**src/rtl/sysid_ctrl_pkg.sv**
```systemverilog
// rtl/sysid_ctrl_pkg.sv - shared states, slave addresses and default ID constants for sysid_ctrl
package sysid_ctrl_pkg;

    typedef enum logic [2:0] {
        ST_IDLE  = 3'd0,
        ST_RD_ID = 3'd1,
        ST_RD_TS = 3'd2,
        ST_CHK   = 3'd3,
        ST_DONE  = 3'd4
    } state_t;

    localparam logic        SYSID_ADDR_ID = 1'b0;
    localparam logic        SYSID_ADDR_TS = 1'b1;

    localparam logic [31:0] SYSID_DEFAULT_ID = 32'h0000_0000;
    localparam logic [31:0] SYSID_DEFAULT_TS = 32'h4E4D_FF79;

endpackage

```
**src/rtl/sysid_ctrl.sv**
```systemverilog
// rtl/sysid_ctrl.sv - system ID checker sharing the sysid slave with a host port (optional SYSID_CTRL_AUTOSTART_EN)
module sysid_ctrl
    import sysid_ctrl_pkg::*;
#(
    parameter logic [31:0] EXPECTED_ID = SYSID_DEFAULT_ID,
    parameter logic [31:0] EXPECTED_TS = SYSID_DEFAULT_TS,
    parameter int          MAX_TRY     = 3
) (
    input  logic        clock,
    input  logic        reset_n,
    input  logic        start,
    input  logic        host_read,
    input  logic        host_address,
    output logic        host_waitrequest,
    output logic        host_readdatavalid,
    output logic [31:0] host_readdata,
    output logic        sid_address,
    input  logic [31:0] sid_readdata,
    output logic        busy,
    output logic        done,
    output logic        pass,
    output logic [2:0]  tries
);

    localparam logic [2:0] MAX_TRY_W = 3'(MAX_TRY);

    state_t      state_q;
    state_t      state_d;
    logic [31:0] id_q;
    logic [31:0] ts_q;
    logic [2:0]  tries_q;
    logic        done_q;
    logic        pass_q;
    logic        rdv_q;
    logic [31:0] rdata_q;

    logic        start_eff;
    logic        idle_like;
    logic        host_accept;
    logic        check_ok;
    logic        launch;
    logic        retry;
    logic        finish;

`ifdef SYSID_CTRL_AUTOSTART_EN
    logic autostart_q;

    // Held high through reset so the first released cycle acts as a start request
    always_ff @(posedge clock) begin
        autostart_q <= !reset_n;
    end

    assign start_eff = start | autostart_q;
`else
    assign start_eff = start;
`endif

    assign idle_like        = (state_q == ST_IDLE) || (state_q == ST_DONE);
    assign check_ok         = (id_q == EXPECTED_ID) && (ts_q == EXPECTED_TS);
    assign host_accept      = idle_like && !start_eff && host_read;
    assign host_waitrequest = !idle_like || start_eff;

    assign busy               = !idle_like;
    assign done               = done_q;
    assign pass               = pass_q;
    assign tries              = tries_q;
    assign host_readdatavalid = rdv_q;
    assign host_readdata      = rdata_q;

    // Checker owns the slave address while reading; otherwise the host address passes through
    always_comb begin
        sid_address = host_address;
        case (state_q)
            ST_RD_ID: sid_address = SYSID_ADDR_ID;
            ST_RD_TS: sid_address = SYSID_ADDR_TS;
            default:  sid_address = host_address;
        endcase
    end

    // State register
    always_ff @(posedge clock) begin
        if (!reset_n) begin
            state_q <= ST_IDLE;
        end else begin
            state_q <= state_d;
        end
    end

    // Next-state logic and the one-cycle control strobes for the datapath
    always_comb begin
        state_d = state_q;
        launch  = 1'b0;
        retry   = 1'b0;
        finish  = 1'b0;
        case (state_q)
            ST_IDLE, ST_DONE: begin
                if (start_eff) begin
                    state_d = ST_RD_ID;
                    launch  = 1'b1;
                end
            end
            ST_RD_ID: state_d = ST_RD_TS;
            ST_RD_TS: state_d = ST_CHK;
            ST_CHK: begin
                if (check_ok) begin
                    state_d = ST_DONE;
                    finish  = 1'b1;
                end else if (tries_q < MAX_TRY_W) begin
                    state_d = ST_RD_ID;
                    retry   = 1'b1;
                end else begin
                    state_d = ST_DONE;
                    finish  = 1'b1;
                end
            end
            default: state_d = ST_IDLE;
        endcase
    end

    // Captured slave words and check status
    always_ff @(posedge clock) begin
        if (!reset_n) begin
            id_q    <= '0;
            ts_q    <= '0;
            tries_q <= '0;
            done_q  <= 1'b0;
            pass_q  <= 1'b0;
        end else begin
            if (state_q == ST_RD_ID) begin
                id_q <= sid_readdata;
            end
            if (state_q == ST_RD_TS) begin
                ts_q <= sid_readdata;
            end
            if (launch) begin
                done_q  <= 1'b0;
                pass_q  <= 1'b0;
                tries_q <= 3'd1;
            end
            if (retry) begin
                tries_q <= tries_q + 3'd1;
            end
            if (finish) begin
                done_q <= 1'b1;
                pass_q <= check_ok;
            end
        end
    end

    // Host read response: one valid pulse per accepted read, data held until the next one
    always_ff @(posedge clock) begin
        if (!reset_n) begin
            rdv_q   <= 1'b0;
            rdata_q <= '0;
        end else begin
            rdv_q <= host_accept;
            if (host_accept) begin
                rdata_q <= sid_readdata;
            end
        end
    end

endmodule

```
**config.mk**
```make
export PLATFORM = sky130hd
export DESIGN_NAME = sysid_ctrl
export DESIGN_NICKNAME = d
export VERILOG_FILES = /design/src/rtl/sysid_ctrl_pkg.sv /design/src/rtl/sysid_ctrl.sv
export SDC_FILE = /design/constraint.sdc
export NUM_CORES = 1
export LEC_CHECK = 0
export CAP_MARGIN = 20
export CORE_ASPECT_RATIO = 1.75
export CORE_MARGIN = 5
export CORE_UTILIZATION = 32
export CTS_CLUSTER_DIAMETER = 40
export DETAILED_ROUTE_END_ITERATION = 8
export GPL_TIMING_DRIVEN = 1
export PLACE_DENSITY = 0.58
export SYNTH_ARGS = -nofsm -noshare
export SYNTH_HDL_FRONTEND = slang
export SYNTH_SLANG_ARGS = --single-unit
```
**constraint.sdc**
```tcl
create_clock -name clock -period 2.9 [get_ports clock]
set_clock_uncertainty 0.1 [all_clocks]
set_input_delay 0.29 -clock clock [delete_from_list [all_inputs] [get_ports clock]]
set_output_delay 0.29 -clock clock [all_outputs]
set_load 0.01 [all_outputs]
```
==> results of run 1 <==
## cell usage in the layout, fill, tap and decap left out, types with 2 or more instances in the layout
master             n
clkdlybuf4s50_1   76
and4_1             3
a21boi_1          29
inv_1              3
dfxtp_1          105
nor2_1             4
clkbuf_16          9
nor4_1            11
nor4b_2            3
nand2b_1           2
nor2_2             2
nand3_1            3
buf_4              6
clkinv_2           2
clkbuf_8           2
nand2_1          201
a21boi_0          69
and2_1             2
a21oi_1            2
nand4_1            8
nor4b_1            6
and4b_1            4
## report_power, final
part | switching [µW] | internal (µW)
Combinational | 595 | 423
Clock | 508 | 709
Sequential | 174 | 1670
## registers in the layout, summed over array words and instances (netlist names)
name	flops
pass	1
state_q	3
done	1
id_q	32
host_readdatavalid	1
ts_q	32
host_readdata	32
tries	3
## worst min path at each step
| stage | endpoint | cells past startpoint |
|---|---|---|
| 6_report | host_readdata[3] | 2 |
| 3_5_place_dp | host_readdata[3] | 2 |
| 5_1_grt | host_readdata[10] | 2 |
| 4_1_cts | host_readdata[3] | 2 |
| 3_3_place_gp | host_readdata[6] | 2 |
| 2_1_floorplan | id_q[26] | 2 |
## final cells by class
type,count,area (µm²),area share
flip-flops and latches,105,2100,0.385
clock buffers,12,256,0.0470
inverters,3,11.3,0.00206
multi-input cells,367,2010,0.368
clock inverters,3,40.0,0.00733
repair buffers,84,831,0.152
well taps,171,214,0.0392
## Yosys cell counts
cell type    n
nand2_1    201
dfxtp_1    105
a21boi_0    69
a21boi_1    29
clkbuf_1    22
nor4_1      11
nand4_1      8
buf_2        7
nor4b_1      6
nor2_1       5
and4b_1      4
and4_1       3
buf_4        3
inv_1        3
nand3_1      3
nor4b_2      3
a21oi_1      2
and2_1       2
nand2b_1     2
a2bb2oi_1    1
and3_1       1
ha_1         1
mux2i_1      1
nand3b_1     1
nor2_2       1
nor2b_1      1
nor3_1       1
nor3_2       1
nor3b_1      1
nor4_2       1
nor4bb_1     1
o21ai_0      1
o21ai_1      1
o31a_1       1
o41ai_2      1
or3_1        1
or3_4        1
xnor2_1      1
## critical path, stage by stage (launching register included)
cell             delay, ns
dfxtp_1               0.39
inv_1                 0.14
or3_1                 0.43
nand2_1               0.09
nand2_1               0.06
clkdlybuf4s50_1       0.49
## metrics by stage
stage / utilization / area, µm²
final: 0.420 / 5460
after global routing: 0.420 / 5460
after CTS: 0.420 / 5460
after detailed placement: 0.397 / 5170
after global placement: 0.397 / 5170
after floorplan: - / 4260
## per-layer routing
metal	wire (µm)	GRT usage	vias to the layer above
met5	0	0	-
met1	4560	0.161	1695
li1	-	-	1821
met3	393	0.0317	19
met2	6150	0.277	72
met4	299	0.0636	0
## cell families (layout without fill, tap and decap cells)
logic type,Yosys count,after routing
AOI/OAI and AO/OA,105,105
buffers and inverters,35,102
and+or+nand+nor,259,259
DFF,105,105
xor gates and xnor gates,1,1
muxes,1,1
adders and majority gates,1,1
==> metrics.md, run 1 <==
| Metric | Value |
|---|---|
| Number of synthesis warnings | `0` |
| Cell types occupying the most area after synthesis | `dfxtp_1, nand2_1, a21boi_0` |
| Endpoint of the worst register-to-register path | `tries[1]` |
| Critical path start-end classification | `reg2out` |
| Antenna diode instance count | `0` |
| Reg2reg start | `ts_q[23]` |
| Number of instances resized during post-cts repair | `0` |
| Share of the clock period used by the worst path | `0.807` |
| Post-Synthesis Cells | `507` |
| Gp weighted congestion | `0.836` |
| Result of the run | `complete, no violations` |
| Number of setup buffers added after CTS | `0` |
| TritonCTS clock tree | `done` |
| Largest net degree at the start of global routing | `73` |
| HPWL after detailed placement | `8.18 mm` |
| H-Tree Level Count | `3` |
| Via Count | `3607` |
| Setup_tns | `0 ns` |
| Area share of the leading cell type in the synthesized netlist | `0.494` |
| Startpoint class of the critical path | `flop` |
| Leakage | `0.00188 µW` |
| Worst Hold Margin | `0.349 ns` |
| Final wirelength | `11.4 mm` |
| Crit path arrival time | `1.95 ns` |
| Fillcell total | `1296` |
| Worst slew pin tran | `0.558 ns` |
| Die boundary width | `97.2 µm` |
| Clock latency on the worst-skew pair | `0.35 ns` |
| Total I/O pin count | `78` |
| FP Rows | `55` |
| Final WS setup | `0.559 ns` |
| End point of the critical path | `sid_address` |
| Cell at the root of the clock tree | `clkbuf_16` |
| Detailed-route vias per instance | `4.84` |
| Power density normalized to cell area | `746 nW/µm²` |
| NumNets Final | `608` |
| Seq/Total Area, Yosys | `0.494` |
| Antenna violations before repair | `0` |
| Aggregate global routing overflow | `0` |
| Crit path from | `state_q[0]` |
| Number of library cell types mapped by synthesis | `38` |
| Hold-fix buffers at CTS | `0` |
| Min Clock Period, post-route | `2.34 ns` |
| R2r setup slk | `0.95 ns` |
| Post-Syn Nets | `roughly 550` |
| Count of unresolved DRC violations after routing | `0` |
| Pre-CTS setup slack | `about 0.92 ns` |
| Cts bufs inserted | `9` |
| Mux contribution to synthesized area | `0.00235` |
| Detail Route Antenna Nets | `0` |
| Pins Over Slew Limit | `0` |
| Biggest fanout along the worst timing path | `6` |
| Violation count after the first detailed-route iteration | `188` |
| Effective utilization at floorplan | `0.327` |
| Maximum buffer depth of the clock tree | `2` |
| PnR Total Power | `4070 µW` |
| CTS sink cnt | `105` |
| Max Cap Violations | `0` |
| Count of TritonRoute iterations in the first routing pass | `4` |
| First-pass GRT wire length | `between 15 and 20 mm` |
| IR Drop Worst-Case VDD | `0.371 mV` |
| Average wire length per cell after detail routing | `15.3 µm` |
| Layout cells sized above 1 | `0.0540` |
| CTS clk-pin slew, worst paths | `0.07 ns` |
| Total track usage | `0.149` |
| Final std cells w/o fill | `around 750` |
| Area leader, netlist | `dfxtp_1` |
| Number of global-route vias before repair | `3593` |
| Std-Cell Core Area | `13000 µm²` |
| Setup repair after global routing missed its margin | `no` |
| Buffers added on ports | `77` |
| Fraction of the mapped netlist area in simple logic gates | `0.278` |
| Xor and xnor fraction of the mapped netlist area | `0.00206` |
| Die Height | `approximately 160 µm` |
| Achievable frequency | `roughly 430 MHz` |
| Area of the mapped netlist | `approximately 4300 µm²` |
| Adder and majority cell fraction of the synthesized area | `0.00294` |
| Relative slew margins | `0.628` |
| Area grow syn2layout | `28.3%` |
| Source of the worst hold timing path | `host_readdata[3]` |
| Final setup violation count | `0` |
| Flip-flop and latch count after synthesis | `105` |
| Type of destination of the critical path | `output pin` |
| Worst r2r path cells | `5` |
| Main combinational cell family by area after synthesis | `simple AND/OR/NAND/NOR gates` |
| Final hold viol count | `0` |
| DP Cell Count | `730` |
| Path category of the worst min-delay check | `reg2reg` |
| Compound-cell area share of the yosys netlist | `0.185` |
| Required time of the critical path | `2.51 ns` |
| Die footprint | `15800 µm²` |
| Average size of a mapped cell | `8.40 µm²` |
Power figures use the tool's default switching activity.
==> run 2: changes to the inputs <==
clock period = 2.4 ns   (was 2.9 ns; I/O delays follow)
==> run 2 against run 1 <==
  * Power increased by 22%
  * Largest cell class unchanged
  * Clock power increased by 20%
  * Final area increased by 0.48%
  * Register-to-register slack got worse by 0.46 ns
  * Critical endpoint unchanged
  * Core utilization increased by 0.20 points
  * Global-route usage increased by 0.29 points
  * Critical path type unchanged
  * Highest routed layer unchanged
  * Critical path depth unchanged
==> metrics.md, run 2 (same netlist as run 1, synthesis figures left out) <==
| Metric | Value |
|---|---|
| Die boundary width | `97.2 µm (unchanged)` |
| Layout cells sized above 1 | `0.0590 (+0.00502)` |
| Detail Route Antenna Nets | `0 (unchanged)` |
| Setup repair after global routing missed its margin | `no` |
| H-Tree Level Count | `3 (unchanged)` |
| End point of the worst hold path | `host_readdata[9]` |
| Number of setup buffers added after CTS | `0 (unchanged)` |
| Worst slew pin tran | `0.569 ns (+0.0111 ns)` |
| Maximum buffer depth of the clock tree | `2 (unchanged)` |
| Pre-CTS setup slack | `0.446 ns (-0.476 ns)` |
| Cell repeated most along the worst path | `nand2_1` |
| Max Cap Violations | `0 (unchanged)` |
| Average wire length per cell after detail routing | `15.8 µm (+3.0%)` |
| Final wirelength | `11.8 mm (+3.3%)` |
| Slowest stage cell, crit path | `clkdlybuf4s50_1` |
| CTS sink cnt | `105 (unchanged)` |
| Cts bufs inserted | `9 (unchanged)` |
| Via Count | `3614 (+0.19%)` |
| Crit path from | `state_q[0]` |
| Biggest fanout along the worst timing path | `6 (unchanged)` |
| Post-route cell area | `5490 µm² (+0.48%)` |
| Required time of the critical path | `2.06 ns (-0.45 ns)` |
| Aggregate global routing overflow | `0 (unchanged)` |
| Die footprint | `15800 µm² (unchanged)` |
| CP cell instances | `inv_1 -> or3_4 -> nand2_1 -> nand2_1 -> clkdlybuf4s50_1` |
| Antenna diode instance count | `0 (unchanged)` |
| TritonCTS clock tree | `done` |
| Worst r2r path cells | `5 (unchanged)` |
| Number of instances resized during post-cts repair | `0 (unchanged)` |
| Final WS setup | `0.125 ns (-0.434 ns)` |
| Count of unresolved DRC violations after routing | `0 (unchanged)` |
| NumNets Final | `609 (+0.16%)` |
| Count of TritonRoute iterations in the first routing pass | `4 (unchanged)` |
| Stage delay of the slowest cell on the critical path | `0.49 ns (about the same)` |
| Startpoint class of the critical path | `flop` |
| Clock latency on the worst-skew pair | `0.35 ns (about the same)` |
| Die Height | `163 µm (unchanged)` |
| Type of destination of the critical path | `output pin` |
| Critical path start-end classification | `reg2out` |
| Leakage | `0.00188 µW (+0.13%)` |
| Number of global-route vias before repair | `3789 (+5.5%)` |
| Achievable frequency | `440 MHz` |
| IR Drop Worst-Case VDD | `0.411 mV (+11%)` |
| Buffers added on ports | `77 (unchanged)` |
| Power density normalized to cell area | `907 nW/µm² (+22%)` |
| Std-Cell Core Area | `13000 µm² (unchanged)` |
| CTS clk-pin slew, worst paths | `0.07 ns (about the same)` |
| Most common cell after layout, fill and taps aside | `nand2_1` |
| Antenna violations before repair | `0 (unchanged)` |
| Total track usage | `0.151 (+0.00287)` |
| Relative slew margins | `0.621 (-0.00742)` |
| Endpoint of the worst register-to-register path | `tries[1]` |
| Placed instance area | `5190 µm² (+0.39%)` |
| Area grow syn2layout | `28.9%` |
| Cell at the root of the clock tree | `clkbuf_16` |
| Source of the worst hold timing path | `reset_n` |
| Final hold viol count | `0 (unchanged)` |
| HPWL after detailed placement | `8.50 mm (+3.8%)` |
| Effective utilization at floorplan | `0.327 (unchanged)` |
| Share of the clock period used by the worst path | `0.948` |
| R2r setup slk | `0.49 ns (-0.46 ns)` |
| Largest net degree at the start of global routing | `43 (-41%)` |
| Crit path arrival time | `1.93 ns (-0.02 ns)` |
| Fillcell total | `1333 (+2.9%)` |
| Min Clock Period, post-route | `2.27 ns` |
| Final setup violation count | `0 (unchanged)` |
| Result of the run | `complete, no violations` |
| Violation count after the first detailed-route iteration | `197 (+4.8%)` |
| Setup_tns | `0 ns (unchanged)` |
| Total I/O pin count | `78 (unchanged)` |
| Leading cell types in the layout, fill and taps excluded | `nand2_1, dfxtp_1, clkdlybuf4s50_1, a21boi_0, a21boi_1` |
| Hold depth | `2 (unchanged)` |
| First-pass GRT wire length | `19.2 mm (+2.7%)` |
| Hold-fix buffers at CTS | `0 (unchanged)` |
| Pins Over Slew Limit | `0 (unchanged)` |
| Gp weighted congestion | `0.845 (+1.0%)` |
| Detailed-route vias per instance | `4.84 (about the same)` |
| Reg2reg start | `ts_q[23]` |
| Path category of the worst min-delay check | `in2reg` |
| FP Rows | `55 (unchanged)` |
run 2: cell types whose count changed in the layout (fill, tap and decap cells not counted), sizes merged:
cell	change
clkinvlp	+2
clkbuf	-1
buf	+1
run 2: worst max-delay path by stage:
stage	end	depth (start not counted)
3_5_place_dp	sid_address	5
5_1_grt	sid_address	5
2_1_floorplan	sid_address	6
6_report	sid_address	5
4_1_cts	sid_address	5
3_3_place_gp	sid_address	5
run 2: critical path, delay by kind of cell (launching register included):
kind	cells	cell delay [ns]
DFF	1	0.40
buffers and inverters	2	0.63
and+or+nand+nor	3	0.55
run 2: area by class of cell:
cell class,instances,area (µm²),share of cell area
Tap cell,171,214,0.0390
Clock inverter,5,55.1,0.0100
Sequential cell,105,2100,0.383
Multi-Input combinational cell,367,2010,0.367
Timing Repair Buffer,85,851,0.155
Clock buffer,11,243,0.0442
Inverter,3,11.3,0.00205
run 2: power breakdown:
group	leakage [µW]	total, µW	switching (µW)	internal (µW)
registers	0.000855	2230	215	2010
clock network	0.000142	1470	635	834
logic	0.000887	1280	747	535
run 2: metal layers:
layer  track usage  part of all wire  vias up
li1              -                 -     1827
met1         0.162              0.41     1721
met2         0.295              0.55       58
met3        0.0304             0.028        8
met4        0.0473             0.013        0
met5             0                 0        -
run 2: per-stage QoR:
step	std cells	hold WS, ns	util	power, µW
floorplan	507	0.275	-	2990
global placement	731	0.341	0.399	3530
detailed placement	731	0.345	0.399	3550
CTS	747	0.341	0.422	5030
global route	747	0.359	0.422	5270
finish	747	0.336	0.422	4980
==> run 3: changes to the inputs <==
--- a/config.mk
+++ b/config.mk
@@ -9,9 +9,10 @@
 export CORE_ASPECT_RATIO = 1.75
 export CORE_MARGIN = 5
-export CORE_UTILIZATION = 32
+export CORE_UTILIZATION = 40
 export CTS_CLUSTER_DIAMETER = 40
 export DETAILED_ROUTE_END_ITERATION = 8
 export GPL_TIMING_DRIVEN = 1
-export PLACE_DENSITY = 0.58
+export HOLD_SLACK_MARGIN = 0.06
+export PLACE_DENSITY = 0.69
 export SYNTH_ARGS = -nofsm -noshare
 export SYNTH_HDL_FRONTEND = slang
--- a/constraint.sdc
+++ b/constraint.sdc
@@ -3,3 +3,3 @@
 set_input_delay 0.24 -clock clock [delete_from_list [all_inputs] [get_ports clock]]
 set_output_delay 0.24 -clock clock [all_outputs]
-set_load 0.01 [all_outputs]
+set_load 0.005 [all_outputs]
==> run 3 against run 2 <==
  * First-iteration DRC count shrank 13%
  * Sequential power is essentially flat
  * Sequential cell count is the same
  * Final area shrank 0.66%
  * Global-route usage grew 3.2 points
  * Highest routed layer unchanged
  * Power grew 0.17%
  * Register-to-register slack lost 0.12 ns
  * Maximum frequency grew 0.66%
  * Worst hold slack lost 0.015 ns
==> metrics.md, run 3 (same netlist as run 1, synthesis figures left out) <==
| Metric | Value |
|---|---|
| Result of the run | `complete, no violations` |
| Hold-fix buffers at CTS | `0 (unchanged)` |
| Category of cells accounting for the largest share of critical-path delay | `buffers and inverters` |
| Setup_tns | `0 ns (unchanged)` |
| Share of the clock period used by the worst path | `0.942 (-0.00626)` |
| Number of global-route vias before repair | `3632 (-4.1%)` |
| Effective utilization at floorplan | `0.403 (+0.0754)` |
| Detailed-route vias per instance | `5.22 (+7.9%)` |
| Total track usage | `0.184 (+0.0324)` |
| Count of TritonRoute iterations in the first routing pass | `4 (unchanged)` |
| Aggregate global routing overflow | `0 (unchanged)` |
| Maximum buffer depth of the clock tree | `2 (unchanged)` |
| Layout cells sized above 1 | `0.0607 (+0.00163)` |
| Power density normalized to cell area | `914 nW/µm² (+0.83%)` |
| Largest net degree at the start of global routing | `37 (-14%)` |
| Relative slew margins | `0.634 (+0.0131)` |
| IR Drop Worst-Case VDD | `0.510 mV (+24%)` |
| CP bufs+invs | `2 (unchanged)` |
| Worst slew pin tran | `0.542 ns (-0.0272 ns)` |
| Type of destination of the critical path | `output pin` |
| Cell at the root of the clock tree | `clkbuf_16` |
| Path category of the worst min-delay check | `in2reg` |
| Leading cell types in the layout, fill and taps excluded | `nand2_1, dfxtp_1, clkdlybuf4s50_1, a21boi_0, a21boi_1` |
| Stage delay of the slowest cell on the critical path | `0.46 ns (-0.03 ns)` |
| Die Height | `147 µm (-9.9%)` |
| Gp weighted congestion | `0.903 (+6.9%)` |
| CP cell instances | `inv_1 -> or3_1 -> nand2_1 -> nand2_1 -> clkdlybuf4s50_1` |
| Setup repair after global routing missed its margin | `no` |
| CTS clk-pin slew, worst paths | `0.06 ns (about the same)` |
| NumNets Final | `611 (+0.33%)` |
| Pins Over Slew Limit | `0 (unchanged)` |
| Detail Route Antenna Nets | `0 (unchanged)` |
| Number of setup buffers added after CTS | `0 (unchanged)` |
| First-pass GRT wire length | `18.4 mm (-4.3%)` |
| TritonCTS clock tree | `done` |
| Violation count after the first detailed-route iteration | `172 (-13%)` |
| DP Cell Count | `692 (-5.3%)` |
| Source of the worst hold timing path | `reset_n` |
| Std-Cell Core Area | `10600 µm² (-19%)` |
| Number of instances resized during post-cts repair | `0 (unchanged)` |
| HPWL after detailed placement | `8.07 mm (-5.0%)` |
| Final wirelength | `11.2 mm (-5.2%)` |
| Buffers added on ports | `77 (unchanged)` |
| Final std cells w/o fill | `707 (-5.4%)` |
| Via Count | `3690 (+2.1%)` |
| Reg2reg start | `ts_q[23]` |
| CTS sink cnt | `105 (unchanged)` |
| Die boundary width | `88 µm (-9.5%)` |
| Average wire length per cell after detail routing | `15.8 µm (+0.20%)` |
| Count of unresolved DRC violations after routing | `0 (unchanged)` |
| Final setup violation count | `0 (unchanged)` |
| Antenna diode instance count | `0 (unchanged)` |
| Min Clock Period, post-route | `2.26 ns (-0.0150 ns)` |
| Max Cap Violations | `0 (unchanged)` |
| Die footprint | `12900 µm² (-18%)` |
| Achievable frequency | `442 MHz (+0.66%)` |
| H-Tree Level Count | `3 (unchanged)` |
| Final WS setup | `0.140 ns (+0.0150 ns)` |
| Fillcell total | `988 (-26%)` |
| Antenna violations before repair | `0 (unchanged)` |
| Total I/O pin count | `78 (unchanged)` |
| Crit path from | `state_q[0]` |
| Leakage | `0.00190 µW (+1.1%)` |
| Pre-CTS setup slack | `0.408 ns (-0.0381 ns)` |
| Area grow syn2layout | `28.0%` |
| Slowest stage cell, crit path | `clkdlybuf4s50_1` |
| Startpoint class of the critical path | `flop` |
| Most common cell after layout, fill and taps aside | `nand2_1` |
| Biggest fanout along the worst timing path | `6 (unchanged)` |
| Clock latency on the worst-skew pair | `0.34 ns (about the same)` |
| Required time of the critical path | `2.06 ns (about the same)` |
| Final hold viol count | `0 (unchanged)` |
| Crit path arrival time | `1.92 ns (about the same)` |
| FP Rows | `50 (-9.1%)` |
| Cell repeated most along the worst path | `nand2_1` |
| Critical path start-end classification | `reg2out` |
| Cts bufs inserted | `9 (unchanged)` |
-- run 3: changes by cell type in the layout (fill, tap and decap cells not counted), sizes merged --
cell,previous run,this run
buf,9,11
clkbuf,11,13
clkinv,2,1
clkinvlp,2,0
-- run 3: worst paths after layout --
path / to / slack, ns / depth (start not counted)
hold / removal: state_q[0] / 0.32 / 2
setup / recovery: sid_address / 0.14 / 5
setup reg to reg: tries[1] / 0.37 / 5
hold reg to reg: host_readdata[5] / 0.35 / 2
-- run 3: worst register-to-register path: stages (launching register included) --
cell	delay, ns
dfxtp_1	0.31
nor4b_1	0.52
nand4_1	0.19
o41ai_2	0.41
or3_4	0.23
mux2i_1	0.18
-- run 3: per-stage QoR --
| stage | hold slack (ns) | area [µm²] | utilization | total power [µW] |
|---|---|---|---|---|
| 5_1_grt | 0.347 | 5450 | 0.516 | 5280 |
| 3_3_place_gp | 0.342 | 5140 | 0.486 | 3470 |
| 4_1_cts | 0.322 | 5450 | 0.516 | 5040 |
| 3_5_place_dp | 0.345 | 5140 | 0.486 | 3500 |
| 6_report | 0.321 | 5450 | 0.516 | 4990 |
| 2_1_floorplan | 0.275 | 4260 | - | 2960 |
-- run 3: cell type report --
cell class                      instances  area [µm²]  area share
Multi-Input combinational cell        367        2010       0.368
Sequential cell                       105        2100       0.385
Clock buffer                           13         280      0.0514
Tap cell                              130         163      0.0298
Clock inverter                          2        35.0     0.00642
Inverter                                3        11.3     0.00207
Timing Repair Buffer                   87         853       0.156
-- run 3: report_power, final --
part / total (µW) / internal (µW) / switching [µW]
combinational: 1230 / 533 / 696
sequential: 2220 / 2010 / 213
clock: 1530 / 915 / 617
total: 4990 / 3460 / 1530
-- run 3: metal layers --
| layer | track usage | part of all wire | vias to the layer above |
|---|---|---|---|
| met5 | 0 | 0 | - |
| met1 | 0.205 | 0.39 | 1735 |
| met4 | 0.0929 | 0.037 | 0 |
| met3 | 0.0356 | 0.043 | 25 |
| li1 | - | - | 1831 |
| met2 | 0.322 | 0.53 | 99 |
